===== config.mk =====
export PLATFORM = sky130hd
export DESIGN_NAME = pc_return_stack
export DESIGN_NICKNAME = d
export VERILOG_FILES = /design/src/rtl/pc_return_stack.sv
export SDC_FILE = /design/constraint.sdc
export NUM_CORES = 1
export LEC_CHECK = 0
export ABC_AREA = 1
export BUFFER_PORTS_ARGS = -buffer_cell sky130_fd_sc_hd__buf_2
export CAP_MARGIN = 20
export CORE_UTILIZATION = 52
export CTS_BUF_LIST = sky130_fd_sc_hd__clkbuf_8
export DETAILED_ROUTE_END_ITERATION = 6
export GPL_TIMING_DRIVEN = 0
export PLACE_DENSITY = 0.78
export SETUP_SLACK_MARGIN = 0.2
export SLEW_MARGIN = 0
export SYNTH_ARGS = -nofsm -noshare
export SYNTH_HDL_FRONTEND = slang
export SYNTH_SLANG_ARGS = --single-unit

===== constraint.sdc =====
create_clock -name clock -period 1.8 [get_ports clock]
set_input_delay 0.27 -clock clock [delete_from_list [all_inputs] [get_ports clock]]
set_output_delay 0.27 -clock clock [all_outputs]
set_load 0.01 [all_outputs]

===== src/rtl/pc_return_stack.sv =====
// pc_return_stack
//
// Call/return address stack that drives the program counter's load interface.
// The decode stage raises call, ret or jump. The stack answers in the same
// cycle on load/d, so the PC takes the new value on the next rising edge.
//
// Commands and their effect:
//   CALL : d = target.  At the edge pc_q+1 is pushed.
//   RET  : d = top entry.  At the edge the entry is popped.
//   JUMP : d = target.  The stack is not touched.
// When several commands are raised together, ret wins over call, and call wins
// over jump. Lower-priority commands are dropped.
//
// Ports:
//   clock      system clock, rising edge
//   reset      synchronous active-low reset
//   pc_q       current PC value
//   call       subroutine call this cycle
//   ret        return this cycle
//   jump       unconditional jump this cycle
//   target     call/jump destination
//   load       PC load strobe (combinational)
//   d          next PC value when load=1 (combinational)
//   depth      number of valid entries, 0..DEPTH
//   full       depth == DEPTH
//   empty      depth == 0
//   overflow   sticky: CALL while full
//   underflow  sticky: RET while empty
//   flag_clr   clears overflow/underflow (a set in the same cycle wins)

module pc_return_stack #(
  parameter int ADDR_W = 12,
  parameter int DEPTH  = 4,
  parameter int PTR_W  = 2
) (
  input  logic              clock,
  input  logic              reset,
  input  logic [ADDR_W-1:0] pc_q,
  input  logic              call,
  input  logic              ret,
  input  logic              jump,
  input  logic [ADDR_W-1:0] target,
  output logic              load,
  output logic [ADDR_W-1:0] d,
  output logic [PTR_W:0]    depth,
  output logic              full,
  output logic              empty,
  output logic              overflow,
  output logic              underflow,
  input  logic              flag_clr
);

  localparam logic [ADDR_W-1:0] ADDR_ZERO  = {ADDR_W{1'b0}};
  localparam logic [ADDR_W-1:0] ADDR_ONE   = {{(ADDR_W-1){1'b0}}, 1'b1};
  localparam logic [PTR_W-1:0]  PTR_ZERO   = {PTR_W{1'b0}};
  localparam logic [PTR_W-1:0]  PTR_ONE    = {{(PTR_W-1){1'b0}}, 1'b1};
  localparam logic [PTR_W:0]    DEPTH_ZERO = {(PTR_W+1){1'b0}};
  localparam logic [PTR_W:0]    DEPTH_ONE  = {{PTR_W{1'b0}}, 1'b1};
  localparam logic [PTR_W:0]    DEPTH_MAX  = (PTR_W+1)'(DEPTH);

  // Entry storage. top_r addresses the next free slot, so the live top entry
  // sits at top_r-1. When the stack is full, the next free slot is also the
  // oldest entry, which lets an overflowing push overwrite it in circular
  // fashion without extra logic.
  logic [ADDR_W-1:0] stack_r [DEPTH];
  logic [PTR_W-1:0]  top_r;
  logic [PTR_W:0]    depth_r;
  logic              overflow_r;
  logic              underflow_r;

  logic              do_ret_s;
  logic              do_call_s;
  logic              do_jump_s;
  logic              push_s;
  logic              pop_s;
  logic              set_ovf_s;
  logic              set_unf_s;
  logic              full_s;
  logic              empty_s;
  logic [ADDR_W-1:0] top_entry_s;
  logic [ADDR_W-1:0] ret_addr_s;
  logic              load_s;
  logic [ADDR_W-1:0] d_s;

  // Full and empty are decoded from the depth counter, never from the array.
  always_comb begin
    full_s  = (depth_r == DEPTH_MAX);
    empty_s = (depth_r == DEPTH_ZERO);
  end

  // Priority decode. Holding reset low discards any command in flight.
  always_comb begin
    do_ret_s  = 1'b0;
    do_call_s = 1'b0;
    do_jump_s = 1'b0;
    if (!reset) begin
      do_ret_s  = 1'b0;
      do_call_s = 1'b0;
      do_jump_s = 1'b0;
    end else if (ret) begin
      do_ret_s = 1'b1;
    end else if (call) begin
      do_call_s = 1'b1;
    end else if (jump) begin
      do_jump_s = 1'b1;
    end else begin
      do_ret_s  = 1'b0;
      do_call_s = 1'b0;
      do_jump_s = 1'b0;
    end
  end

  // Stack effects and sticky-flag set events for this cycle.
  always_comb begin
    push_s    = do_call_s;
    pop_s     = do_ret_s & ~empty_s;
    set_ovf_s = do_call_s & full_s;
    set_unf_s = do_ret_s & empty_s;
  end

  // Read the top entry and form the return address (it wraps modulo 2^ADDR_W).
  always_comb begin
    top_entry_s = stack_r[top_r - PTR_ONE];
    ret_addr_s  = pc_q + ADDR_ONE;
  end

  // PC load interface. It is combinational so that the PC loads on this edge.
  // A RET on an empty stack leaves load low, so the PC keeps incrementing.
  always_comb begin
    load_s = 1'b0;
    d_s    = ADDR_ZERO;
    if (pop_s) begin
      load_s = 1'b1;
      d_s    = top_entry_s;
    end else if (do_call_s || do_jump_s) begin
      load_s = 1'b1;
      d_s    = target;
    end else begin
      load_s = 1'b0;
      d_s    = ADDR_ZERO;
    end
  end

  // Entry array write. The contents do not matter after reset, so the array
  // has no reset of its own. push_s is already qualified by reset.
  always_ff @(posedge clock) begin
    if (push_s) begin
      stack_r[top_r] <= ret_addr_s;
    end
  end

  // Top pointer and depth counter. A push while full still advances the
  // pointer, but the depth stays saturated at DEPTH.
  always_ff @(posedge clock) begin
    if (!reset) begin
      top_r   <= PTR_ZERO;
      depth_r <= DEPTH_ZERO;
    end else if (push_s) begin
      top_r <= top_r + PTR_ONE;
      if (!full_s) begin
        depth_r <= depth_r + DEPTH_ONE;
      end
    end else if (pop_s) begin
      top_r   <= top_r - PTR_ONE;
      depth_r <= depth_r - DEPTH_ONE;
    end
  end

  // Sticky error flags. A set event takes precedence over flag_clr.
  always_ff @(posedge clock) begin
    if (!reset) begin
      overflow_r  <= 1'b0;
      underflow_r <= 1'b0;
    end else begin
      if (set_ovf_s) begin
        overflow_r <= 1'b1;
      end else if (flag_clr) begin
        overflow_r <= 1'b0;
      end
      if (set_unf_s) begin
        underflow_r <= 1'b1;
      end else if (flag_clr) begin
        underflow_r <= 1'b0;
      end
    end
  end

  // Drive the outputs.
  always_comb begin
    load      = load_s;
    d         = d_s;
    depth     = depth_r;
    full      = full_s;
    empty     = empty_s;
    overflow  = overflow_r;
    underflow = underflow_r;
  end

endmodule


==> results_tabular.tex <==
\begin{tabular}{lr}
\hline
Metric & Value \\
\hline
\multicolumn{2}{l}{\textbf{Clocking}} \\
\quad Worst-Skew Late Latency & 310 ps \\
\quad Clock Sinks & 55 \\
\quad Root buf cell & sky130\_fd\_sc\_hd\_\_clkbuf\_8 \\
\quad Number of buffers on the longest clock path & 2 \\
\quad Number of H-tree levels & 2 \\
\quad TritonCTS clock tree & yes \\
\quad Post-cts hold buffer count & 0 \\
\quad Clock buffer count from CTS & 5 \\
\quad Clock slew seen by the registers of the worst setup and hold paths & 100 ps \\
\multicolumn{2}{l}{\textbf{Worst hold path}} \\
\quad Min-delay worst type & input port to register \\
\multicolumn{2}{l}{\textbf{Routing}} \\
\quad Detail-routed via count per cell & 5.294 \\
\quad Total Routed Length & 6.294 mm \\
\quad Via count of the routed design & 2,160 \\
\quad Remaining DRCs & 0 \\
\quad Detailed-route wire length per cell & 15.43 um \\
\quad Pre-Repair DR Iteration Count & 4 \\
\quad ANT nets after route & 0 \\
\quad DRC violation total after the first TritonRoute iteration & 223 \\
\multicolumn{2}{l}{\textbf{Status}} \\
\quad Run status & complete, but fails checks \\
\quad Failing checks & setup timing \\
\multicolumn{2}{l}{\textbf{Layout}} \\
\quad N\_diodes & 0 \\
\quad Post-layout net count & 376 \\
\quad Most frequent cells in the layout & 49 x sky130\_fd\_sc\_hd\_\_nand2\_1, 48 x sky130\_fd\_sc\_hd\_\_edfxtp\_1, 41 x sky130\_fd\_sc\_hd\_\_buf\_2 \\
\quad Post-route insts no fill & 408 \\
\quad Post-Route Utilization & 0.7190 \\
\quad Filler Cells Inserted & 339 \\
\quad Leading cell type in the layout, fill and taps excluded & sky130\_fd\_sc\_hd\_\_nand2\_1 \\
\quad P\&R area growth vs syn & 30.13\% \\
\quad Fraction of final layout cells sized beyond drive strength 1 & 0.3930 \\
\multicolumn{2}{l}{\textbf{STA}} \\
\quad Slew headroom & 0.7092 \\
\quad Number of slew-limit violations in the final report & 0 \\
\quad Setup slack of the critical path after layout & -394.5 ps \\
\quad Final setup TNS & -4216 ps \\
\quad Final period utilization & 1.219 \\
\quad Final worst clock skew & 8.893 ps \\
\quad Number of endpoints with negative hold slack in the final report & 0 \\
\quad Unrepaired setup endpoints after global routing & yes \\
\quad Fmax & 0.4557 GHz \\
\quad Slew at the pin closest to its max-slew limit & 435.2 ps \\
\quad Final Critical Period & 2195 ps \\
\quad Final number of setup-violating endpoints & 12 \\
\multicolumn{2}{l}{\textbf{Floorplanning}} \\
\quad Number of placement rows & 25 \\
\quad I/O pin cnt & 50 \\
\quad Die Span X & 73.78 um \\
\quad Placeable core area & 4848 um\^{}2 \\
\quad Starting Density & 0.5525 \\
\quad Die height & 73.78 um \\
\quad Area of the die & 5443 um\^{}2 \\
\multicolumn{2}{l}{\textbf{Critical path}} \\
\quad Worst R2R Path Depth & 10 \\
\quad Worst R2R Start & top\_r[0]\$\_SDFFE\_PN0P\_ \\
\quad Crit path from & top\_r[0]\$\_SDFFE\_PN0P\_ \\
\quad Worst Setup Path Type & register to output port \\
\quad Endpoint of the worst setup timing path & d[3] \\
\quad Worst flop-to-flop path endpoint & top\_r[1]\$\_SDFFE\_PN0P\_ \\
\quad Data arrival time of the critical path & 1920 ps \\
\quad Top fanout value on the critical path & 5 \\
\quad Startpoint type of the worst setup path & register \\
\quad Reg2Reg Setup Slack & 230 ps \\
\quad Crit end category & output port \\
\quad CP Data Required Time & 1530 ps \\
\multicolumn{2}{l}{\textbf{Logic synthesis}} \\
\quad Synth Area per Inst & 9.813 um\^{}2 \\
\quad Post-Synthesis Net Count & 309 \\
\quad Number of distinct library cells after synthesis & 27 \\
\quad Sequential element share of the synthesized area & 0.5904 \\
\quad Mapped cell area & 2679 um\^{}2 \\
\quad Number of warning messages in the yosys log & 0 \\
\quad Number of enable-type register cells in the synthesized netlist & 48 \\
\quad FF+latch count, synth & 55 \\
\quad Share of flip-flops with an asynchronous set or reset after synthesis & 0 \\
\quad Synthesized instance count & 273 \\
\quad Most frequently used flop master after synthesis & sky130\_fd\_sc\_hd\_\_edfxtp\_1 \\
\multicolumn{2}{l}{\textbf{Placement}} \\
\quad Post-detailed-placement half-perimeter wirelength & 3.892 mm \\
\quad Worst slack at placement & -210.3 ps \\
\quad Final Wtd Congestion & 0.7397 \\
\quad Count of input and output buffers & 48 \\
\quad Instance count after placement with tap cells included & 389 \\
\multicolumn{2}{l}{\textbf{Power and ir drop}} \\
\quad IR drop worst, VDD & 0.0004621 V \\
\quad Power density normalized to cell area & 871.4 nW/um\^{}2 \\
\quad Leakage power & 1.463 nW \\
\quad Power, Total & 3.038 mW \\
\multicolumn{2}{l}{\textbf{Flow run}} \\
\quad Max-cap violation count & 0 \\
\multicolumn{2}{l}{\textbf{GRT}} \\
\quad Total routing resource utilization after global routing & 0.2471 \\
\quad Number of antenna violations at the first check in global routing & 0 \\
\quad Global route total overflow & 0 \\
\quad First-pass GRT wire length & 9.535 mm \\
\quad Maximum number of pins on one net before global-route repair & 20 \\
\quad Via count of the first global-routing pass & 2,043 \\
\hline
\end{tabular}
critical path, cell delays in order (launching register included):
cell	delay, ps
sky130_fd_sc_hd__dfxtp_2	360
sky130_fd_sc_hd__buf_6	120
sky130_fd_sc_hd__inv_8	30
sky130_fd_sc_hd__buf_8	110
sky130_fd_sc_hd__ha_4	280
sky130_fd_sc_hd__inv_6	90
sky130_fd_sc_hd__buf_8	130
sky130_fd_sc_hd__o21ai_2	60
sky130_fd_sc_hd__o22ai_2	150
sky130_fd_sc_hd__nand2_1	100
sky130_fd_sc_hd__nand2_2	80
sky130_fd_sc_hd__buf_6	90
power by group:
group	switching [mW]	internal [mW]	total, mW
sequential	0.0261	1.43	1.46
clock	0.423	0.289	0.712
combinational	0.481	0.388	0.869
total	0.930	2.11	3.04
state kept, by name, indices dropped and copies added (netlist names):
| register | flops |
|---|---|
| stack_r | 48 |
| depth | 3 |
| top_r | 2 |
| overflow | 1 |
| underflow | 1 |
how the worst min path moves through the flow:
stage	from	to	slack (ps)	depth (start not counted)
CTS	flag_clr	overflow$_SDFFE_PN0P_	210	4
detailed placement	overflow$_SDFFE_PN0P_	overflow$_SDFFE_PN0P_	460	2
floorplan	ret	underflow$_SDFFE_PN0P_	440	2
global route	reset	depth[0]$_SDFFE_PN0P_	220	3
finish	flag_clr	overflow$_SDFFE_PN0P_	220	4
global placement	overflow$_SDFFE_PN0P_	overflow$_SDFFE_PN0P_	460	2
area by class of cell:
class                   instances  area (um^2)  share of cell area
plain buffers                  11        115.1             0.03302
clock buffers                   5        68.82             0.01974
clock inverters                 3        27.53            0.007897
inverters                      28        117.6             0.03374
multi-input cells             179         1065              0.3055
flip-flops and latches         55         1583              0.4541
well taps                      67        83.83             0.02405
repair buffers                 60        425.4              0.1220
cell families (layout without fill, tap and decap cells):
group | after synthesis | count (layout) | synth area share
AO/OA/AOI/OAI | 47 | 47 | 0.09481
XOR/XNOR | 10 | 10 | 0.03270
adder cells (fa/ha/maj) | 6 | 6 | 0.02802
AND/OR/NAND/NOR | 116 | 116 | 0.1854
flip-flops | 55 | 55 | 0.5904
buffers and inverters | 39 | 107 | 0.06866
Yosys cell counts, types with 7 or more instances:
| master | number | area share |
|---|---|---|
| sky130_fd_sc_hd__o22ai_1 | 12 | 0.028 |
| sky130_fd_sc_hd__inv_1 | 20 | 0.028 |
| sky130_fd_sc_hd__dfxtp_1 | 7 | 0.052 |
| sky130_fd_sc_hd__xor2_1 | 8 | 0.026 |
| sky130_fd_sc_hd__o21ai_0 | 27 | 0.050 |
| sky130_fd_sc_hd__nand2_1 | 58 | 0.081 |
| sky130_fd_sc_hd__inv_2 | 8 | 0.011 |
| sky130_fd_sc_hd__edfxtp_1 | 48 | 0.54 |
| sky130_fd_sc_hd__nand3_1 | 7 | 0.013 |
| sky130_fd_sc_hd__nor2_1 | 35 | 0.049 |
metal layers:
layer	vias to the layer above	share of wire	global-route usage
met5	-	0	0
met1	1005	0.37	0.2960
met4	0	0.026	0.1261
met2	95	0.52	0.4322
met3	16	0.076	0.03567
li1	1044	-	-
metrics by stage:
step,hold slack (ps),instance area (um^2)
2_1_floorplan,438.9,2753
6_report,215.2,3486
5_1_grt,222.1,3486
4_1_cts,213.4,3387
3_3_place_gp,455.1,3077
3_5_place_dp,461.4,3088
repair_timing:
action | CTS | global route
gates resized for setup | 34 | 34
pin swaps | 23 | 26
setup endpoints to repair | 48 | 35
buffers inserted | 8 | 1
gates cloned | 2 | 0
Note: power is estimated with default switching activity, not from simulation.
